[config.mk]
export PLATFORM = sky130hd
export DESIGN_NAME = approx_mul_pipe
export DESIGN_NICKNAME = d
export VERILOG_FILES = /design/src/rtl/approx_mul_pkg.sv /design/src/rtl/approx_fa_cell.sv /design/src/rtl/approx_mul_pipe.sv
export SDC_FILE = /design/constraint.sdc
export NUM_CORES = 1
export LEC_CHECK = 0
export BUFFER_PORTS_ARGS = -buffer_cell sky130_fd_sc_hd__buf_2
export CORE_ASPECT_RATIO = 0.9
export CORE_MARGIN = 8
export CORE_UTILIZATION = 46
export CTS_BUF_LIST = sky130_fd_sc_hd__clkbuf_4 sky130_fd_sc_hd__clkbuf_8
export DETAILED_ROUTE_END_ITERATION = 8
export GPL_TIMING_DRIVEN = 1
export MAX_ROUTING_LAYER = met4
export PLACE_DENSITY_LB_ADDON = 0.12
export SYNTH_ARGS = -nofsm -noshare
export SYNTH_HDL_FRONTEND = slang
export SYNTH_SLANG_ARGS = --single-unit
[constraint.sdc]
create_clock -name clk -period 6.7 [get_ports clk]
set_input_delay 2.01 -clock clk [delete_from_list [all_inputs] [get_ports clk]]
set_output_delay 2.01 -clock clk [all_outputs]
set_load 0.02 [all_outputs]
[src/rtl/approx_mul_pkg.sv]
// Shared helpers and types for the pipelined approximate multiplier.
package approx_mul_pkg;

    localparam logic [7:0] EXACT_SUM_TT  = 8'h96;
    localparam logic [7:0] EXACT_COUT_TT = 8'hE8;

    localparam int unsigned DEF_A_W = 8;
    localparam int unsigned DEF_B_W = 8;

    function automatic int unsigned prod_w(input int unsigned a_w, input int unsigned b_w);
        return a_w + b_w;
    endfunction

    localparam int unsigned DEF_P_W = prod_w(DEF_A_W, DEF_B_W);

    typedef logic [DEF_P_W-1:0] product_t;

    // Look up a 3-input truth table; bit index is {x,y,z}.
    function automatic logic tt_eval(input logic [7:0] tt, input logic x, input logic y,
                                     input logic z);
        return tt[{x, y, z}];
    endfunction

endpackage

[src/rtl/approx_fa_cell.sv]
// One adder cell: exact full adder, or a truth-table defined approximate cell.
module approx_fa_cell
    import approx_mul_pkg::*;
#(
    parameter bit         IS_APPROX = 1'b0,
    parameter logic [7:0] SUM_TT    = 8'hDE,
    parameter logic [7:0] COUT_TT   = 8'hA8
) (
    input  logic x,
    input  logic y,
    input  logic z,
    output logic s,
    output logic cout
);

    localparam logic [7:0] S_TT = IS_APPROX ? SUM_TT : EXACT_SUM_TT;
    localparam logic [7:0] C_TT = IS_APPROX ? COUT_TT : EXACT_COUT_TT;

    assign s    = tt_eval(S_TT, x, y, z);
    assign cout = tt_eval(C_TT, x, y, z);

endmodule

[src/rtl/approx_mul_pipe.sv]
// Two-stage valid/ready approximate multiplier: carry-save array, then ripple adder.
// Optional error monitor enabled by defining APPROX_MUL_ERRMON_EN.
module approx_mul_pipe
    import approx_mul_pkg::*;
#(
    parameter int unsigned A_W         = 8,
    parameter int unsigned B_W         = 8,
    parameter int unsigned APPROX_COLS = 10,
    parameter logic [7:0]  FA_SUM_TT   = 8'hDE,
    parameter logic [7:0]  FA_COUT_TT  = 8'hA8,
    parameter int unsigned ERR_W       = 40
) (
    input  logic               clk,
    input  logic               rst_n,
    input  logic               in_valid,
    output logic               in_ready,
    input  logic [A_W-1:0]     in_a,
    input  logic [B_W-1:0]     in_b,
    output logic               out_valid,
    input  logic               out_ready,
    output logic [A_W+B_W-1:0] out_p
`ifdef APPROX_MUL_ERRMON_EN
    ,
    input  logic               err_clr,
    output logic [31:0]        err_cnt,
    output logic [ERR_W-1:0]   err_abs_sum,
    output logic [ERR_W-1:0]   err_sq_sum
`endif
);

    localparam int unsigned P_W = prod_w(A_W, B_W);
    localparam int unsigned NR  = B_W - 2;

    if (B_W < 3 || ERR_W == 0) begin : g_param_check
        $error("approx_mul_pipe: B_W must be >= 3 and ERR_W must be nonzero");
    end

    logic adv1;
    logic adv2;
    logic s1_valid;
    logic [P_W-1:0] s1_sum;
    logic [P_W-1:0] s1_carry;
    logic [P_W-1:0] fin_s;
    logic [P_W-1:0] pp [B_W];

    assign adv2     = ~out_valid | out_ready;
    assign adv1     = ~s1_valid | adv2;
    assign in_ready = adv1;

    for (genvar j = 0; j < B_W; j++) begin : g_pp
        assign pp[j] = (P_W'(in_a) & {P_W{in_b[j]}}) << j;
    end

    // Carry-save rows; the carry out of the top column is the discarded overflow.
    for (genvar k = 0; k < NR; k++) begin : g_row
        logic [P_W-1:0] xv;
        logic [P_W-1:0] yv;
        logic [P_W-1:0] zv;
        logic [P_W-1:0] sv;
        logic [P_W-1:0] cv;
        logic [P_W-1:0] co;
        logic           unused_ovf;

        if (k == 0) begin : g_first
            assign xv = pp[0];
            assign yv = pp[1];
        end else begin : g_next
            assign xv = g_row[k-1].sv;
            assign yv = g_row[k-1].cv;
        end

        assign zv         = pp[k+2];
        assign cv         = {co[P_W-2:0], 1'b0};
        assign unused_ovf = co[P_W-1];

        for (genvar c = 0; c < P_W; c++) begin : g_col
            approx_fa_cell #(
                .IS_APPROX (c < APPROX_COLS),
                .SUM_TT    (FA_SUM_TT),
                .COUT_TT   (FA_COUT_TT)
            ) u_cell (
                .x    (xv[c]),
                .y    (yv[c]),
                .z    (zv[c]),
                .s    (sv[c]),
                .cout (co[c])
            );
        end
    end

    always_ff @(posedge clk or negedge rst_n) begin : p_stage1
        if (!rst_n) begin
            s1_valid <= 1'b0;
            s1_sum   <= '0;
            s1_carry <= '0;
        end else if (adv1) begin
            s1_valid <= in_valid;
            if (in_valid) begin
                s1_sum   <= g_row[NR-1].sv;
                s1_carry <= g_row[NR-1].cv;
            end
        end
    end

    // Ripple final adder with the same per-column cell choice, cin = 0.
    for (genvar c = 0; c < P_W; c++) begin : g_fin
        logic ci;
        logic co;

        if (c == 0) begin : g_c0
            assign ci = 1'b0;
        end else begin : g_cn
            assign ci = g_fin[c-1].co;
        end

        approx_fa_cell #(
            .IS_APPROX (c < APPROX_COLS),
            .SUM_TT    (FA_SUM_TT),
            .COUT_TT   (FA_COUT_TT)
        ) u_cell (
            .x    (s1_sum[c]),
            .y    (s1_carry[c]),
            .z    (ci),
            .s    (fin_s[c]),
            .cout (co)
        );
    end

    logic unused_fin_ovf;
    assign unused_fin_ovf = g_fin[P_W-1].co;

    always_ff @(posedge clk or negedge rst_n) begin : p_stage2
        if (!rst_n) begin
            out_valid <= 1'b0;
            out_p     <= '0;
        end else if (adv2) begin
            out_valid <= s1_valid;
            if (s1_valid) begin
                out_p <= fin_s;
            end
        end
    end

`ifdef APPROX_MUL_ERRMON_EN
    localparam int unsigned SQ_W  = 2 * P_W;
    localparam int unsigned ACC_W = ((ERR_W > SQ_W) ? ERR_W : SQ_W) + 1;

    logic [P_W-1:0]   s1_exact;
    logic [P_W-1:0]   s2_exact;
    logic [P_W-1:0]   e_abs;
    logic [SQ_W-1:0]  e_sq;
    logic [ACC_W-1:0] sq_next;

    // Exact product shadows the approximate one through both stages.
    always_ff @(posedge clk or negedge rst_n) begin : p_exact
        if (!rst_n) begin
            s1_exact <= '0;
            s2_exact <= '0;
        end else begin
            if (adv1 && in_valid) begin
                s1_exact <= P_W'(in_a) * P_W'(in_b);
            end
            if (adv2 && s1_valid) begin
                s2_exact <= s1_exact;
            end
        end
    end

    always_comb begin : p_err_calc
        e_abs   = '0;
        e_sq    = '0;
        sq_next = '0;
        e_abs   = (s2_exact >= out_p) ? (s2_exact - out_p) : (out_p - s2_exact);
        e_sq    = SQ_W'(e_abs) * SQ_W'(e_abs);
        sq_next = ACC_W'(err_sq_sum) + ACC_W'(e_sq);
    end

    // Clear wins over a coincident retire, dropping that sample.
    always_ff @(posedge clk or negedge rst_n) begin : p_err_acc
        if (!rst_n) begin
            err_cnt     <= '0;
            err_abs_sum <= '0;
            err_sq_sum  <= '0;
        end else if (err_clr) begin
            err_cnt     <= '0;
            err_abs_sum <= '0;
            err_sq_sum  <= '0;
        end else if (out_valid && out_ready) begin
            err_cnt     <= err_cnt + 32'd1;
            err_abs_sum <= err_abs_sum + ERR_W'(e_abs);
            err_sq_sum  <= (sq_next > ACC_W'({ERR_W{1'b1}})) ? {ERR_W{1'b1}}
                                                              : ERR_W'(sq_next);
        end
    end
`endif

endmodule
# Yosys cells after proc, flatten, opt, wreduce, memory -nomap -nowiden
# Memories as Yosys holds them, arrays and structs flattened. A register that Yosys moved wholly into a read port is not among the register bits.
# Cells that the tools add are included.
dict set report word_totals {
  input_bits 20
  mem_count 161
  output_inout_bits 18
  rom_bits 1288
  register_bits 49
  wordCells 590
}
# memory depth word_bits rd rd_clocked_by_memory_dff wr line_no
set memory_table {}
lappend memory_table {{(no name shown)} 8 1 1 1 0 approx_mul_pkg.sv:21} ;# return tt[{x, y, z}];
lappend memory_table {{(no name shown)} 8 1 1 1 0 approx_mul_pkg.sv:21}
lappend memory_table {{(no name shown)} 8 1 1 0 0 approx_mul_pkg.sv:21}
lappend memory_table {{(no name shown)} 8 1 1 0 0 approx_mul_pkg.sv:21}
lappend memory_table {{(no name shown)} 8 1 1 0 0 approx_mul_pkg.sv:21}
lappend memory_table {{(no name shown)} 8 1 1 0 0 approx_mul_pkg.sv:21}
lappend memory_table {{155 more memories} -- -- -- -- -- --}
dict set report classes {
  n_lt_le_gt_ge 112
  n_mux 266
  reduce_logical 34
  bitwise_logic 12
}
# op n
set op_table {}
lappend op_table {{3-bit by 4-bit less-than comparator with 1-bit output (second input constant)} 112}
lappend op_table {{1-bit 2-to-1 mux} 224}
lappend op_table {{1-bit binary-select mux with 2-bit select} 42}
lappend op_table {{1-bit logical NOT} 32}
lappend op_table {{8-bit by 16-bit AND with 16-bit output} 1}
lappend op_table {{8-bit by 15-bit AND with 15-bit output} 1}
lappend op_table {{8-bit by 14-bit AND with 14-bit output} 1}
lappend op_table {{8-bit by 13-bit AND with 13-bit output} 1}
lappend op_table {{8-bit by 12-bit AND with 12-bit output} 1}
lappend op_table {{8-bit by 11-bit AND with 11-bit output} 1}
lappend op_table {{8-bit by 10-bit AND with 10-bit output} 1}
lappend op_table {{8-bit by 9-bit AND with 9-bit output} 1}
lappend op_table {{2-bit AND reduction} 2}
lappend op_table {{1-bit inverter} 2}
lappend op_table {{1-bit bitwise OR} 2}

# Logic depth before layout (Yosys ltp)
# Gate-level depths: netlist of the first run.
dict set report depth {
  word_depth 32
  ltp_mapped 19
  ltp_nobuf 17
}

# Hierarchy
# Synthesis of the first run repeated with hierarchy kept, for this count alone.
dict set report unflattened {
  hier_cells 675
  area_unflattened_um2 5979.5
}
# module area_each_um2 cells_per_inst n_inst seq_area_each_um2
set modules_own_cells {}
lappend modules_own_cells {approx_mul_pipe 2301.0 171 1 1226.2}
lappend modules_own_cells {{approx_fa_cell at g_fin[10].u_cell ...} 50.0 7 42 0.0}
lappend modules_own_cells {{approx_fa_cell at g_fin[0].u_cell ...} 22.5 3 70 0.0}

# Worst setup path before layout of the first run
# Ideal clock, no wire load.
dict set report synth_path {
  path_type {input -> register}
  from {input port in_b[2]}
  to {register s1_carry[9]}
  n_path_buf 1
  required_ns 6.579
  arrival_ns 4.324
  slack_ns 2.255
  cell_stages 9
  setup_time_ns 0.121
  path_cell_list {buf_4 a22o_1 xnor2_1 a211o_1 a21oi_1 mux2_2 or4_4 or3_1 a22o_1}
}
dict set report synth_between {
  elab_chain_len 11
  elab_cells_between_ends 61
  cone_classes {mux (30); bitwise (1); memory (30)}
}
# element line_no
set synth_lines {}
lappend synth_lines {{from (decl)} approx_mul_pipe.sv:18} ;# input logic [B_W-1:0] in_b,
lappend synth_lines {{8-bit by 14-bit AND with 14-bit output (*)} approx_mul_pipe.sv:51} ;# assign pp[j] = (P_W'(in_a) & {P_W{in_b[j]}}) << j;
lappend synth_lines {{memory read 8 x 1 bit} --}
lappend synth_lines {{1-bit 2-to-1 mux (not written as such)} approx_mul_pkg.sv:21}
lappend synth_lines {{memory read 8 x 1 bit} --}
lappend synth_lines {{1-bit 2-to-1 mux (not written as such)} approx_mul_pkg.sv:21}
lappend synth_lines {{memory read 8 x 1 bit} --}
lappend synth_lines {{1-bit 2-to-1 mux (not written as such)} approx_mul_pkg.sv:21}
lappend synth_lines {{memory read 8 x 1 bit} --}
lappend synth_lines {{1-bit 2-to-1 mux (not written as such)} approx_mul_pkg.sv:21}
lappend synth_lines {{memory read 8 x 1 bit} --}
lappend synth_lines {{1-bit 2-to-1 mux (not written as such)} approx_mul_pkg.sv:21}
lappend synth_lines {{to (decl)} approx_mul_pipe.sv:42} ;# logic [P_W-1:0] s1_carry;
# Mark *: on every way between the ends. The rest lies on a longest branch, timed or not. The select of a mux whose other input is x is not followed.
# A chain may end at the register's enable or synchronous reset.

# Final worst setup path of the first run
dict set report layout_path {
  from {input port out_ready}
  to {output port in_ready}
}
dict set report layout_between {
  elab_chain_len 2
}
# element line_no
set layout_lines {}
lappend layout_lines {{from (decl)} approx_mul_pipe.sv:20} ;# input logic out_ready,
lappend layout_lines {{1-bit bitwise OR} approx_mul_pipe.sv:46} ;# assign adv2 = ~out_valid | out_ready;
lappend layout_lines {{1-bit bitwise OR} approx_mul_pipe.sv:47} ;# assign adv1 = ~s1_valid | adv2;
lappend layout_lines {{to (decl)} approx_mul_pipe.sv:16} ;# output logic in_ready,
# No other way between the ends.

==> impl.org, run 1 <==
** Run status
- The run finished with clean final reports.

** Clock network
- Clock-pin slew was measured on the worst setup and hold paths at 0.07 ns.
- TritonCTS Buffers :: 5
- CTS max path bufs :: 2
- Clock tree from TritonCTS :: done
- After clock tree synthesis, the setup repair step added 0 buffers.
- TritonCTS Sinks :: 40
- H-tree depth :: 2
- Latest clock arrival within the worst-skew pair :: 0.29 ns
- The number of hold buffers added after CTS was 0.
- CTS placed an instance of sky130_fd_sc_hd__clkbuf_8 at the clock tree root.
- In this run, post-CTS repair resized a total of 0 instances.

** Routing
- Routed wirelength normalized by instance count :: 14.23 um
- DRC errors left :: 0
- The first routing iteration left 127 violations.
- TritonRoute pass-1 iters :: 4
- The final layout contains routed wiring with a total length of 8197 um.
- Via count :: 3231
- Routed Antenna Nets :: 0
- Via density per instance :: 5.609

** Cells and area
- In the final layout, flip-flops and latches occupy 0.001001 sq mm.
- The number of antenna diodes in the final layout is 0.
- Layout cells sized above 1 :: 14.88%
- Most frequent standard cell in the layout excluding fill and tap cells :: sky130_fd_sc_hd__nand2_1
- Compared with the post-synthesis result, the final layout area differs by 7.148%.
- Final layout net count :: 533
- Summing all multi-input logic gate instances after layout gives 0.002430 sq mm.
- Leaving out fill and tap cells, the most frequent cells in the layout are 72 x sky130_fd_sc_hd__nand2_1, 43 x sky130_fd_sc_hd__nor2_1, 40 x sky130_fd_sc_hd__dfrtp_1.
- Fill cell count :: 756

** Synth
- Register bit total from synthesis :: 40
- Among all flip-flop cells after synthesis, the most frequent one is sky130_fd_sc_hd__dfrtp_1.
- Yosys mapped the design onto 63 distinct sky130hd cell types.
- Number of warning messages in the yosys log :: 0
- Area fraction of the dominant cell type after synthesis :: 26.97%
- Syn Area/Cell :: 8.085 sq um
- Area share of fa/ha/maj cells after synthesis :: 12.74%
- Nets in the synthesized netlist :: 516
- Combinational family with the most area after synthesis :: compound AO/OA/AOI/OAI gates
- Synth Cell Area :: 0.003711 sq mm
- Cells taking the most area after synthesis :: sky130_fd_sc_hd__dfrtp_1 27%, sky130_fd_sc_hd__ha_1 12%, sky130_fd_sc_hd__nand2_1 7.3%
- Share of the synthesized area in compound gates (AO/OA/AOI/OAI) :: 23.26%
- Counting flops with an async set or reset pin after synthesis yields a share of 100.0%.
- Multiplexer share of the synthesized area :: 5.529%
- Sequential cells were found to cover 26.97% of the synthesized design area.
- Of the total synthesized cell area, the portion taken by XOR and XNOR cells is 4.012%.
- The synthesized design contains 0 enable-type register cells.
- The synthesized netlist devotes 19.93% of its cell area to simple gates.
- Synth Instances :: 459
- Dominant cell type by area after synthesis :: sky130_fd_sc_hd__dfrtp_1

** Global route
- Total congestion overflow after global routing :: 0
- The number of antenna violations at the first check in global routing came to 0.
- Vias in the first global route :: 3116
- Pin count of the biggest net entering global routing :: 41
- First-pass GRT wire length :: 14260 um
- In the global route stage, overall resource usage came out at 15.33%.

** Power and ir drop
- Net Sw Frac :: 38.01%
- P_leak :: 1.895 nW
- Power comes to 849.9 uW.
- Worst VDD drop :: 0.1594 mV
- The clock network is responsible for 20.2% of the overall power.
- The analysis attributes to net switching a power of 323.1 uW.
- Combinational share of power :: 40.8%
- Registers are responsible for 38.9% of the overall power.
- In this run the power density over the cells is 213.7 mW/mm^2.
- Cell internal power was estimated by the tool at 526.9 uW.

** STA
- Clock skew :: 0.002263 ns
- The number of pins exceeding their max-slew limit in the final report came to 0.
- Setup violations remaining at the end of the flow were counted as 0.
- The worst pin sits at a relative slew slack of 38.35%.
- Timing would allow up to 0.2219 GHz.
- Tightest Pin Transition :: 0.9225 ns
- Final period util :: 67.25%
- RSZ-0062 raised after global routing :: no
- Final critical-path setup slack :: 2.194 ns
- Setup tns final :: 0 ns
- Number of failing hold endpoints at the final stage :: 0
- Fin crit period :: 4.506 ns

** Floorplanning
- Die extent in x :: 110.7 um
- Measured along the y axis, the die boundary spans 101.2 um.
- Once the floorplan was initialized, standard cells occupied 46.67% of the core.
- Core footprint :: 0.007951 sq mm
- The floorplan has 31 rows.
- Top-level port count :: 38
- The die covers 0.01120 sq mm.

** Job
- Count of max-cap constraint violations :: 0

** Placement
- At the end of routability-driven placement, the weighted congestion stood at 0.8005.
- Pre-CTS setup slack :: 1.950 ns
- Hpwl dp :: 6269 um
- Number of I/O port buffers :: 37

** Worst setup path
- The worst setup path is captured at an output port.
- Origin of the critical flop-to-flop path :: s1_carry[10]
- In this run the worst path has a maximum fanout of 4.
- The worst setup path is of the in -> out kind.
- Data on the critical path arrives at its endpoint at 2.50 ns.
- The critical path starts at out_ready.
- CP Data Required Time :: 4.69 ns
- CP startpoint kind :: input pin

** Worst hold path
- Hold path start :: s1_sum[0]
- HP Class :: reg -> reg
-- area by class of cell --
type	instances	share of cell area, %
well taps	99	3.115
multi-input cells	355	61.11
repair buffers	37	4.657
clock buffers	8	2.454
inverters	37	3.493
flip-flops and latches	40	25.17
-- synth_stat cells (all sizes together), types with 2 or more instances --
master / count
xnor2: 8
and2: 8
nor4: 2
a211o: 3
nand2b: 3
o21bai: 4
o32ai: 2
nor2: 43
o21ai: 24
buf: 11
inv: 37
or2: 4
a211oi: 6
clkbuf: 16
ha: 37
mux2: 12
o31ai: 4
nand3: 5
a22o: 10
nor3: 7
o211ai: 5
a21o: 3
o21a: 5
mux2i: 7
nand2: 72
o311a: 2
nand4: 8
a31oi: 8
a22oi: 6
or4: 3
a21oi: 26
dfrtp: 40
xor2: 9
-- logic make-up (layout without fill, tap and decap cells) --
family          Yosys count  after routing
buf+inv                  64             82
xor+xnor                 17             17
fa+ha+maj                38             38
mux                      19             19
compound gates          120            120
simple gates            161            161
flops                    40             40
-- stage by stage --
step                      util, %  hold WS, ns  std cells  area, sq um
after global placement      48.78       0.4613        568         3879
after floorplan                 -       0.4348        459         3711
after CTS                   50.01       0.4747        576         3976
after detailed placement    48.78       0.4576        568         3879
final                       50.01       0.4710        576         3976
after global routing        50.01       0.5107        576         3976
-- worst max-delay path: stages --
cell and delay, ns:
sky130_fd_sc_hd__buf_2 0.10, sky130_fd_sc_hd__nand3b_1 0.20, sky130_fd_sc_hd__buf_2 0.19
-- path summary, 6_finish.rpt --
check	slack [ns]	cells past startpoint	to
worst min register to register	0.47	2	s1_sum[0]
worst min-delay path	0.47	2	s1_sum[0]
worst max-delay path	2.19	3	in_ready
worst max register to register	4.03	14	out_p[14]
max in group asynchronous	4.29	1	s1_sum[12]
min in group asynchronous	1.85	1	out_p[14]
-- power groups by stage --
stage	Clock, mW	Combinational, mW	Sequential [mW]
6_report	0.172	0.347	0.331
5_1_grt	0.191	0.394	0.340
4_1_cts	0.178	0.354	0.332
3_5_place_dp	0	0.353	0.337
3_3_place_gp	0	0.345	0.335
2_1_floorplan	0	0.222	0.372
-- metal layers --
metal / wire, um / global-route usage [%]
met5: 0 / -
met1: 3750 / 17.99
met3: 198 / 2.368
met2: 4222 / 27.47
met4: 25 / 2.697
-- sequential cells by signal (all words and copies together), names as in the netlist --
register,flops
out_p,16
out_valid,1
s1_valid,1
s1_sum,15
s1_carry,7
Power figures use the tool's default switching activity.
==> inputs of run 2 (changes only) <==
--- a/config.mk
+++ b/config.mk
@@ -5,6 +5,7 @@
 export SDC_FILE = /design/constraint.sdc
 export NUM_CORES = 1
 export LEC_CHECK = 0
+export ABC_AREA = 1
 export BUFFER_PORTS_ARGS = -buffer_cell sky130_fd_sc_hd__buf_2
 export CORE_ASPECT_RATIO = 0.9
 export CORE_MARGIN = 8
==> constraint.sdc (replaced) <==
create_clock -name clk -period 3.8 [get_ports clk]
set_input_delay 1.14 -clock clk [delete_from_list [all_inputs] [get_ports clk]]
set_output_delay 1.14 -clock clk [all_outputs]
set_load 0.02 [all_outputs]
==> impl.org, run 2 <==
** Routing
- Via density per instance :: 4.831
- Detailed Route Iter0 Violations :: 115
- In this run the remaining antenna-violating nets after routing total 0.
- After detailed routing, the average wire length per cell comes to 11.60 um.
- The first TritonRoute pass finished after 4 iterations.
- For this run, design rule violations remaining after detail routing come to 0.
- Summed over all layers, the routed wires come to 7808 um.
- Via count :: 3251

** Clock network
- The H-tree was split into 2 levels.
- The tree built by TritonCTS fans out to 40 sinks.
- After clock tree synthesis, the repair step resized 0 gates.
- After clock tree synthesis, the clock-pin slew on the worst setup and hold paths is 0.08 ns.
- Counting the buffers created by CTS gives 5.
- No sink is reached through more buffers than the 2 on the longest clock path.
- At the later pin of the worst-skew pair, clock insertion delay measures 0.30 ns.
- TritonCTS built the clock tree.
- The number of hold buffers added after CTS was 0.
- Clock Root Buffer :: sky130_fd_sc_hd__clkbuf_8
- In this run the post-CTS setup repair buffer count came out at 0.

** Worst setup path
- At the worst endpoint, the arrival time is 3.72 ns.
- Register-to-register path setup slack :: 0.85 ns
- Origin of the critical flop-to-flop path :: s1_carry[10]
- Last element of the critical path :: s1_sum[12]
- In this run the worst setup path begins at in_a[6].
- Ordered cell list for the critical path :: buf_2, nand2_1, inv_1, nand2_2, inv_1, ha_1, or2_2, o21ai_0, ha_1, o21ai_0, nor2_1, a21oi_1, ha_1, o21ai_0, a21oi_1, a21oi_1
- The worst setup path is launched from an input pin.
- Worst Path Class, Setup :: in -> reg
- Slowest-stage cell, CP :: sky130_fd_sc_hd__o21ai_0
- Delay-heaviest family, CP :: compound AO/OA/AOI/OAI gates
- CP Data Required Time :: 4.02 ns
- STA classifies the critical path endpoint as a register.
- In this design, the stage delay of the slowest critical-path cell is 0.45 ns.
- R2r endpoint :: out_p[14]
- The number of buffers and inverters on the critical path is 3.
- Number of cells on the worst reg-to-reg path :: 14
- Of all nets on the critical path, the largest fanout is 6.
- Counting buffers and inverters, the worst setup path is 16 cells deep.

** Synth
- Share of synthesized registers carrying an async set or reset :: 100.0%
- Cells taking the most area after synthesis :: sky130_fd_sc_hd__dfrtp_1 28%, sky130_fd_sc_hd__nand2_1 19%, sky130_fd_sc_hd__ha_1 13%
- Commonest register cell after synthesis :: sky130_fd_sc_hd__dfrtp_1
- Averaged over all synthesized cells, the footprint is 6.621 sq um.
- In this run the cell area of the synthesized design comes to 0.003628 sq mm.
- List of most frequent post-synthesis cells :: 185 x sky130_fd_sc_hd__nand2_1, 75 x sky130_fd_sc_hd__inv_1, 45 x sky130_fd_sc_hd__o21ai_0
- Counting flops with a built-in enable in the synthesized netlist gives 0.
- Synthesis produced a netlist with a net count of 605.
- In the synthesized netlist, the number of instances is 548.
- Yosys printed 0 warnings.
- Dominant cell type by area after synthesis :: sky130_fd_sc_hd__dfrtp_1
- Area fraction of the dominant cell type after synthesis :: 27.59%
- In this run, distinct cell masters in the synthesized netlist total 33.
- In this run, synthesis produced a sequential element count of 40.
- Cell with the most instances after synthesis :: sky130_fd_sc_hd__nand2_1
- Sequential cells were found to cover 27.59% of the synthesized design area.

** Cells and area
- The library cell used most frequently in the layout, excluding fill and tap cells, is sky130_fd_sc_hd__nand2_1.
- Final layout net count :: 633
- The filler cells instantiated in the layout total 748.
- Measured on the finished design, the core utilization comes to 52.38%.
- 0 antenna diodes ended up in the layout.
- Layout cells sized above 1 :: 14.21%
- Ranked by flip-flop count, first place goes to out_p.
- Synth-to-layout area growth :: 9.448%
- Final Non-Filler Cells :: 673
- Leading cell types in the layout, fill and taps excluded :: 185 x sky130_fd_sc_hd__nand2_1, 75 x sky130_fd_sc_hd__inv_1, 45 x sky130_fd_sc_hd__o21ai_0
- Number of flip-flops under the largest register name :: 16
- The largest registers in the layout are out_p: 16 flops, s1_sum: 15 flops, s1_carry: 7 flops.

** STA
- Worst hold slack :: 0.4739 ns
- Final setup fails :: 0
- Final period util :: 92.16%
- In this run the tightest slew margin relative to its limit is 43.05%.
- Final critical-path setup slack :: 0.2981 ns
- Fin crit period :: 3.502 ns
- The final count of hold timing violations came to 0.
- The number of pins exceeding their max-slew limit in the final report came to 0.
- Setup tns final :: 0 ns
- Tightest Pin Transition :: 0.8542 ns
- Derived from the worst setup path, the maximum achievable clock frequency is 0.2856 GHz.
- Setup repair after global routing left no endpoint under its margin.
- Clock skew :: 0.008594 ns

** Global route
- Total congestion overflow after global routing :: 0
- In the global route stage, overall resource usage came out at 15.30%.
- The first global-routing pass estimated 13730 um of wire.
- Vias in the first global route :: 3062
- Pin count of the biggest net entering global routing :: 41
- Initial antenna violation count :: 0

** Floorplanning
- The floorplan step set the die height to 100.3 um.
- Area of the die :: 0.01099 sq mm
- Die extent in x :: 109.6 um
- Row generation in the floorplan step produced 30 rows.
- Top-level port count :: 38
- The initial utilization of the core area, before any placement, comes to 47.85%.
- Core footprint :: 0.007582 sq mm

** Job
- Count of max-cap constraint violations :: 0

** Worst hold path
- HP Class :: reg -> reg
- The worst hold path begins at s1_sum[2].

** Power and ir drop
- Worst VDD drop :: 0.1613 mV
- P_leak :: 2.350 nW
- Dividing total power by cell area gives a power density of 403.5 mW/mm^2.

** Placement
- Placed Cells incl. Taps :: 665
- OpenSTA, run right after detailed placement, puts the worst setup slack at 0.002835 ns.
- The HPWL after detailed placement is 6333 um.
- Number of I/O port buffers :: 37
- Final Wtd Congestion :: 0.8226

** Run status
- Status :: finished clean
run 2: worst min-delay path by stage:
stage,endpoint,cells after the start
final,out_p[2],2
after global placement,out_p[2],2
after global routing,out_p[14],2
after CTS,out_p[5],2
after detailed placement,out_p[10],2
after floorplan,out_p[3],2
run 2: cell families after synthesis:
logic type               share of synthesized area (%)
AO/OA/AOI/OAI                                    13.93
buffers and inverters                            11.86
adder cells (fa/ha/maj)                          12.76
flip-flops                                       27.59
AND/OR/NAND/NOR                                  31.66
XOR/XNOR                                         2.207
run 2: layout make-up:
type                       count  area [sq um]  area share, %
clock buffer                   5         68.82          1.733
clock inverter                 3         46.29          1.166
inverter                      82         307.8          7.750
multi-input combinational    404          2197          55.32
sequential                    40          1001          25.20
tap                           96         120.1          3.025
timing repair buffer          43         230.2          5.797
run 2: power by group:
part           internal [mW]  switching, mW
Clock                  0.198          0.154
Combinational          0.226          0.425
Sequential             0.539         0.0618
run 2: layer usage:
layer / routed length (um) / vias to the layer above / part of all wire [%] / track usage, %
met5: 0 / - / 0 / -
met3: 316 / 7 / 4.0 / 1.730
met4: 99 / 0 / 1.3 / 4.357
li1: - / 1789 / - / -
met1: 4081 / 1394 / 52 / 20.49
met2: 3310 / 61 / 42 / 23.73
run 2: worst reg2reg max path, stage by stage, from the launching register on:
cell                      delay [ns]
sky130_fd_sc_hd__dfrtp_1        0.36
sky130_fd_sc_hd__ha_1           0.18
sky130_fd_sc_hd__inv_1          0.07
sky130_fd_sc_hd__ha_1           0.19
sky130_fd_sc_hd__o21ai_0        0.26
sky130_fd_sc_hd__inv_1          0.08
sky130_fd_sc_hd__ha_1           0.20
sky130_fd_sc_hd__o21ai_0        0.32
sky130_fd_sc_hd__inv_1          0.08
sky130_fd_sc_hd__ha_1           0.20
sky130_fd_sc_hd__o21ai_0        0.26
sky130_fd_sc_hd__inv_1          0.08
sky130_fd_sc_hd__ha_1           0.29
sky130_fd_sc_hd__o21ai_0        0.16
sky130_fd_sc_hd__o21ai_0        0.09
run 2: per-stage QoR:
stage | cell area [sq um] | power [mW]
final | 3971 | 1.603
after floorplan | 3628 | 1.081
after global routing | 3971 | 1.737
after detailed placement | 3856 | 1.267
after global placement | 3856 | 1.247
after CTS | 3971 | 1.627
